<file path="src/rtl/alu_arbiter_pkg.sv">
// Shared definitions for the two-requester ALU arbiter: opcodes, flag layout,
// FSM states and the per-opcode architectural flag write mask.
package alu_arbiter_pkg;

  localparam logic [2:0] OP_ADD    = 3'b000;
  localparam logic [2:0] OP_SUB    = 3'b001;
  localparam logic [2:0] OP_XOR    = 3'b010;
  localparam logic [2:0] OP_RED    = 3'b011;
  localparam logic [2:0] OP_SLL    = 3'b100;
  localparam logic [2:0] OP_SRA    = 3'b101;
  localparam logic [2:0] OP_ROR    = 3'b110;
  localparam logic [2:0] OP_PADSUB = 3'b111;

  localparam int unsigned FLAG_Z = 2;
  localparam int unsigned FLAG_V = 1;
  localparam int unsigned FLAG_N = 0;

  localparam logic [2:0] FLAG_RST = 3'b000;

  typedef enum logic [1:0] {
    S_IDLE = 2'd0,
    S_EXEC = 2'd1,
    S_RESP = 2'd2
  } state_t;

  function automatic logic [2:0] flag_mask(input logic [2:0] op);
    logic [2:0] m;
    m = '0;
    case (op)
      OP_ADD, OP_SUB:                 m = (3'b001 << FLAG_Z) | (3'b001 << FLAG_V) | (3'b001 << FLAG_N);
      OP_XOR, OP_SLL, OP_SRA, OP_ROR: m = 3'b001 << FLAG_Z;
      default:                        m = '0;
    endcase
    return m;
  endfunction

endpackage

</file>
<file path="src/rtl/alu_arbiter_alu.sv">
// Single-cycle 16-bit ALU. V reports signed overflow or unsigned carry/borrow
// on ADD/SUB; error mirrors V there and flags any lane borrow on PADSUB.
module alu_arbiter_alu
  import alu_arbiter_pkg::*;
(
  input  logic [2:0]  op,
  input  logic [15:0] a,
  input  logic [15:0] b,
  output logic [15:0] alu_out,
  output logic [2:0]  flags,
  output logic        error
);

  logic [16:0] sum;
  logic [31:0] rot;
  logic [8:0]  hi;
  logic [8:0]  lo;
  logic        v;
  logic [3:0]  sh;

  assign sh = b[3:0];

  always_comb begin
    alu_out = '0;
    v       = 1'b0;
    error   = 1'b0;
    sum     = '0;
    rot     = '0;
    hi      = '0;
    lo      = '0;
    case (op)
      OP_ADD: begin
        sum     = {1'b0, a} + {1'b0, b};
        alu_out = sum[15:0];
        v       = sum[16] | ((a[15] == b[15]) & (alu_out[15] != a[15]));
        error   = v;
      end
      OP_SUB: begin
        sum     = {1'b0, a} - {1'b0, b};
        alu_out = sum[15:0];
        v       = sum[16] | ((a[15] != b[15]) & (alu_out[15] != a[15]));
        error   = v;
      end
      OP_XOR: alu_out = a ^ b;
      OP_RED: alu_out = {15'd0, ^a};
      OP_SLL: alu_out = a << sh;
      OP_SRA: alu_out = $unsigned($signed(a) >>> sh);
      OP_ROR: begin
        rot     = {a, a} >> sh;
        alu_out = rot[15:0];
      end
      OP_PADSUB: begin
        hi      = {1'b0, a[15:8]} - {1'b0, b[15:8]};
        lo      = {1'b0, a[7:0]} - {1'b0, b[7:0]};
        alu_out = {hi[7:0], lo[7:0]};
        error   = hi[8] | lo[8];
      end
      default: alu_out = '0;
    endcase
    flags = '0;
    flags[FLAG_Z] = (alu_out == '0);
    flags[FLAG_V] = v;
    flags[FLAG_N] = alu_out[15];
  end

endmodule

</file>
<file path="src/rtl/alu_arbiter.sv">
// Round-robin sharing of one ALU between two requesters with registered
// operands, a held response, and a per-requester architectural flag register.
module alu_arbiter
  import alu_arbiter_pkg::*;
(
  input  logic        clk,
  input  logic        rst,
  input  logic        req0_valid,
  output logic        req0_ready,
  input  logic [2:0]  req0_op,
  input  logic [15:0] req0_a,
  input  logic [15:0] req0_b,
  input  logic        req1_valid,
  output logic        req1_ready,
  input  logic [2:0]  req1_op,
  input  logic [15:0] req1_a,
  input  logic [15:0] req1_b,
  output logic        rsp_valid,
  input  logic        rsp_ready,
  output logic        rsp_id,
  output logic [15:0] rsp_data,
  output logic [2:0]  rsp_flags,
  output logic        rsp_error,
  output logic [2:0]  flags0,
  output logic [2:0]  flags1
);

  state_t      state, state_nxt;
  logic        last_grant;
  logic [2:0]  op_q;
  logic [15:0] a_q, b_q;
  logic        id_q;
  logic        grant0, grant1, accept, rsp_done;
  logic [15:0] alu_out;
  logic [2:0]  alu_flags;
  logic        alu_error;
  logic [2:0]  wmask;

  alu_arbiter_alu u_alu (
    .op      (op_q),
    .a       (a_q),
    .b       (b_q),
    .alu_out (alu_out),
    .flags   (alu_flags),
    .error   (alu_error)
  );

  // last_grant names the previous winner; on a tie the other side wins.
  assign grant0 = req0_valid & (~req1_valid | last_grant);
  assign grant1 = req1_valid & (~req0_valid | ~last_grant);
  assign wmask  = flag_mask(op_q);

  always_comb begin
    state_nxt  = state;
    req0_ready = 1'b0;
    req1_ready = 1'b0;
    rsp_valid  = 1'b0;
    accept     = 1'b0;
    rsp_done   = 1'b0;
    case (state)
      S_IDLE: begin
        req0_ready = grant0;
        req1_ready = grant1;
        accept     = grant0 | grant1;
        if (accept) state_nxt = S_EXEC;
      end
      S_EXEC: state_nxt = S_RESP;
      S_RESP: begin
        rsp_valid = 1'b1;
        if (rsp_ready) begin
          rsp_done  = 1'b1;
          state_nxt = S_IDLE;
        end
      end
      default: state_nxt = S_IDLE;
    endcase
  end

  always_ff @(posedge clk or posedge rst) begin
    if (rst) state <= S_IDLE;
    else     state <= state_nxt;
  end

  always_ff @(posedge clk or posedge rst) begin
    if (rst) begin
      last_grant <= 1'b1;
      op_q       <= '0;
      a_q        <= '0;
      b_q        <= '0;
      id_q       <= 1'b0;
      rsp_id     <= 1'b0;
      rsp_data   <= '0;
      rsp_flags  <= '0;
      rsp_error  <= 1'b0;
      flags0     <= FLAG_RST;
      flags1     <= FLAG_RST;
    end else begin
      if (accept) begin
        op_q       <= grant1 ? req1_op : req0_op;
        a_q        <= grant1 ? req1_a  : req0_a;
        b_q        <= grant1 ? req1_b  : req0_b;
        id_q       <= grant1;
        last_grant <= grant1;
      end
      if (state == S_EXEC) begin
        rsp_id    <= id_q;
        rsp_data  <= alu_out;
        rsp_flags <= alu_flags;
        rsp_error <= alu_error;
      end
      // op_q is only reloaded on accept, so it still names the responding op.
      if (rsp_done) begin
        if (rsp_id) flags1 <= (flags1 & ~wmask) | (rsp_flags & wmask);
        else        flags0 <= (flags0 & ~wmask) | (rsp_flags & wmask);
      end
    end
  end

endmodule
</file>
<file path="config.mk">
export PLATFORM = sky130hd
export DESIGN_NAME = alu_arbiter
export DESIGN_NICKNAME = d
export VERILOG_FILES = /design/src/rtl/alu_arbiter_pkg.sv /design/src/rtl/alu_arbiter_alu.sv /design/src/rtl/alu_arbiter.sv
export SDC_FILE = /design/constraint.sdc
export NUM_CORES = 1
export LEC_CHECK = 0
export CAP_MARGIN = 20
export CORE_MARGIN = 2
export CORE_UTILIZATION = 55
export CTS_BUF_LIST = sky130_fd_sc_hd__clkbuf_8
export DETAILED_ROUTE_END_ITERATION = 8
export PLACE_DENSITY = 0.8
export SYNTH_ARGS = -nofsm -noshare
export SYNTH_HDL_FRONTEND = slang
export SYNTH_SLANG_ARGS = --single-unit
</file>
<file path="constraint.sdc">
create_clock -name clk -period 4 [get_ports clk]
set_input_delay 0.4 -clock clk [delete_from_list [all_inputs] [get_ports clk]]
set_output_delay 0.4 -clock clk [all_outputs]
set_load 0.01 [all_outputs]
</file>
---- Word level (Yosys, flattened, before mapping) ----
Index checks and enable logic that the tools add are counted.
storage, ports and cells
  flip-flop bits (word level) ............. 66
  bits of input ports ..................... 75
  output and inout bits ................... 30
  logic and storage cells ................. 80
cells by class
  add/sub/neg operators ................... 4
  equal/unequal tests ..................... 15
  shift-type cells ........................ 3
  muxes and demuxes ....................... 16
  bitwise logic cells ..................... 21
  reductions and logical operators ........ 9
operators with widths
  operator            count
  $pmux 16 s8         1
  $mux 16             2
  $shr 32x4->16       1
  $sub 8x8->9         2
  $add 16x16->17      1
  $sub 16x16->17      1
  $logic_not 16->1    1
  $reduce_xor 16->1   1
  $shl 16x4->16       1
  $sshr 16x4->16      1
  $xor 16x16->16      1
  $eq 3x3->1 const B  4
  $and 3x3->3         3
  $eq 3x2->1 const B  2
  $mux 1              6
  $or 1x1->1          6
  $or 3x3->3          2
  $pmux 2 s3          1
  $pmux 3 s2          1
  $reduce_and 2->1    3
  $and 1x1->1         4
  $mux 2              2
  $ne 2x2->1 const B  2
  $not 1->1           4
  13 further kinds    15

---- Logic depth before layout (Yosys ltp) ----
  depth after elaboration ................. 6
  mapped depth ............................ 16
  gate-level depth less buffers ........... 13

---- Modules after synthesis ----
Synthesis repeated with hierarchy kept, for this count alone.
unflattened totals
  cell total of the unflattened synthesis .. 806
  area total of the unflattened synthesis .. 7,581.0 um2
modules (own cells, without submodules)
  module           times used  cells each  area an instance (um2)
  alu_arbiter_alu  1           610         4,379.2
  alu_arbiter      1           196         3,201.8

---- Least setup slack after synthesis ----
No wires, ideal clock.
  kind .................................... register to register
  start point ............................. register b_q[2]
  end point ............................... register rsp_data[14]
  library setup time ...................... 0.125 ns
  data arrival time ....................... 3.250 ns
  setup slack ............................. 0.625 ns
  cell stages (with the launch flop) ...... 17
  path buffers ............................ 5
  clock period less this slack ............ 3.375 ns
  path through ............................ dfrtp_1 > buf_6 > buf_6 > buf_2 > inv_1 > buf_2 > ha_1 > clkbuf_1 > nand2b_1 > a221oi_1 > o22a_1 > a221oi_1 > o41a_1 > o31ai_1 > xnor2_1 > o21ai_1 > mux2_2
on the way
  word-level cells in the longest chain between the ends .. 2
ends and longest elaborated chain
  what                                    line                   source
  from (decl)                             alu_arbiter.sv:31      logic [15:0] a_q, b_q;
  from (signal assigned)                  alu_arbiter.sv:101     b_q <= grant1 ? req1_b : req0_b;
  $sub 16x16->17 (tied with other cells)  alu_arbiter_alu.sv:39  sum = {1'b0, a} - {1'b0, b};
  $pmux 16 s8 *                           alu_arbiter_alu.sv:31  case (op)
  to (signal assigned)                    alu_arbiter.sv:107     rsp_data <= alu_out;
  to (decl)                               alu_arbiter.sv:21      output logic [15:0] rsp_data,
Every way passes the cells marked *; elsewhere a longest branch is shown, timed or not.
A chain may end at the register's enable or synchronous reset.

---- Final worst setup path ----
  start point ............................. register a_q[9]
  end point ............................... register rsp_flags[2]
on the way
  word-level cells in the longest chain between the ends .. 3
ends and longest elaborated chain
  what                                    line                   source
  from (decl)                             alu_arbiter.sv:31
  from (signal assigned)                  alu_arbiter.sv:100     a_q <= grant1 ? req1_a : req0_a;
  $sub 16x16->17 (tied with other cells)  alu_arbiter_alu.sv:39
  $pmux 16 s8 *                           alu_arbiter_alu.sv:31
  $logic_not 16->1 *                      alu_arbiter_alu.sv:61  flags[FLAG_Z] = (alu_out == '0);
  to (signal assigned)                    alu_arbiter.sv:108     rsp_flags <= alu_flags;
  to (decl)                               alu_arbiter.sv:22      output logic [2:0] rsp_flags,
Marks and branches as above.

==> reports/qor.yml <==
endpoint_kind: "flop"
postRouteWirelength_um: 24500
synth.area.top_cells: "dfrtp_1 22%, mux2i_1 9.0%, nand2_1 6.2%"
synth_cell_types: 78
critPathArrivalTime_ns: 3.78
cts.sinks: 65
period_minus_slack_ns: 3.49
drt_first_iter_violations: 874
antenna_found_initial: 0
netlist_area_um2: 7360
async_flop_share_pct: 100
setup_viol: 0
row_count: 42
start_kind: "flop"
ant_nets: 0
worstPathRequired_ns: 4.29
fin_nets: 1100
synth-seq-area-share_pct: 22.1
die_h_um: 120
grt_max_degree: 51
hp-class: "in -> async"
final_common_cell: "nand2_1"
slew_headroom_pct: 35.2
period_share_pct: 87.1
layout-drive-gt1-share_pct: 12.2
syn_nets: 1024
fmax_mhz: 287
clock_path_buffers: 2
grt_pass1_wl_um: 39000
area.growth.synth_to_final_pct: 19.4
initial_utilization_pct: 56.0
synth-main-ff-cell: "dfrtp_1"
ys_seq_elements: 65
wl_per_cell_um: 20.9
hold_violations: 0
h-tree-depth: 3
drc: 0
die_w_um: 120
critPathMaxFanout: 13
cts_setup_buffers: 0
final_util_pct: 66.9
track_usage_pct: 35.1
cts_hold_buf: 0
cts_buffers: 9
synth_cells: 912
drt-pass1-iter-count: 5
cts-root-buf: "clkbuf_8"
grt_pass1_vias: 6945
gp_congestion: 1.05
yosysTopAreaCell: "dfrtp_1"
slew_violations: 0
vias: 7368
clkTransAtPathRegs_ns: 0.09
final_cell_mix: "122 x nand2_1, 104 x clkdlybuf4s50_1, 89 x o21ai_0"
drv_cap: 0
port_buffers: 104
core_um2: 13100
clock_latency_ns: 0.38
post-synth-top-area-fraction_pct: 21.8
yosys_warnings: 0
diodes: 0
outcome: "finished, final reports clean"
overflow: 0
dieArea_um2: 14300
tightest_slew_ns: 0.971
cts_tree: "built"
critPathKind: "reg -> reg"
clock-skew-final_ns: 0.0132
setup_tns_ns: 0
hpwl_um: 19100
via_per_inst: 6.30
rsz0062_at_grt: "no"
synth.avg_cell_area_um2: 8.07
cts_resized: 0
io-pin-count: 105
synth_edf_count: 0
## through the flow
| step | setup WS [ns] | area (um2) | hold WS [ns] | cells |
|---|---|---|---|---|
| final | 0.514 | 8780 | 0.448 | 1169 |
| after global routing | 0.346 | 8780 | 0.493 | 1169 |
| after CTS | 0.600 | 8780 | 0.472 | 1169 |
| after detailed placement | 0.653 | 8560 | 0.463 | 1153 |
| after global placement | 0.657 | 8560 | 0.452 | 1153 |
| after floorplan | 0.625 | 7360 | 0.470 | 912 |
## registers in the layout (all words and copies together), names as in the netlist, 2 cells and up, named ones only
| name | count |
|---|---|
| a_q | 16 |
| state | 2 |
| rsp_data | 15 |
| rsp_flags | 3 |
| b_q | 16 |
| op_q | 3 |
## cell usage after synthesis (5+ instances only)
master	number
o21ai_0	89
buf_1	7
buf_2	19
nand3_1	14
o21ai_1	7
dfrtp_1	64
o31ai_1	9
inv_1	39
nor3b_1	5
nand2_1	122
buf_4	5
o211ai_1	8
o221ai_1	5
a21oi_1	50
and2_1	9
nor3_1	9
o21a_1	7
o22ai_1	9
clkbuf_1	44
or3_1	5
a211oi_1	11
a31oi_1	10
xor2_1	6
xnor2_1	31
nand2b_1	8
nor2b_1	8
ha_1	34
mux2_4	6
a22oi_1	6
nor2_1	67
mux2_2	22
a221oi_1	7
mux2i_1	66
a21o_1	6
mux4_2	17
## logic make-up (layout without fill, tap and decap cells)
group                    count (synthesis)  after routing  synth area share, %
AO/OA/AOI/OAI                          266            266                 23.0
XOR/XNOR                                37             37                 4.40
adder cells (fa/ha/maj)                 38             38                 6.73
buffers and inverters                  120            201                 7.33
flip-flops                              65             65                 22.1
multiplexers                           113            113                 19.4
AND/OR/NAND/NOR                        273            273                 17.0
## cell type report
| type | count | area [um2] |
|---|---|---|
| clock buffer | 9 | 124 |
| clock inverter | 7 | 100 |
| fill | 1159 | 4350 |
| inverter | 40 | 150 |
| multi-input combinational | 727 | 5210 |
| sequential | 65 | 1630 |
| tap | 176 | 220 |
| timing repair buffer | 145 | 1350 |
## layer usage
layer / GRT usage [%] / part of all wire (%) / up-vias
met4: 11.4 / 3.3 / 0
met1: 50.4 / 43 / 3415
met5: 0 / 0 / -
li1: - / - / 3442
met3: 9.22 / 11 / 61
met2: 51.5 / 43 / 450
## worst max-delay path, cell delays in order, from the launching register on
cell     delay [ns]
dfrtp_1        0.64
ha_1           0.44
or4_1          0.65
nor4_1         0.25
o21ai_0        0.22
a21o_1         0.23
o311a_1        0.13
mux2i_1        0.15
nor4_2         0.31
nand4_1        0.15
o31ai_2        0.22
## path summary, 6_finish.rpt
| path | startpoint | endpoint | slack, ns | depth (start not counted) |
|---|---|---|---|---|
| min | rst | a_q[15] | 0.45 | 2 |
| max | a_q[9] | rsp_flags[2] | 0.51 | 10 |
| min in group clk | rsp_data[13] | rsp_data[13] | 0.48 | 2 |
| max in group asynchronous | rst | b_q[1] | 2.64 | 3 |
| min reg2reg | rsp_data[13] | rsp_data[13] | 0.48 | 2 |
| max reg2reg | a_q[9] | rsp_flags[2] | 0.51 | 10 |
Power is left out: the tool's default activity adds up to more than one toggle a clock period on the data nets, which glitch-free logic cannot reach.
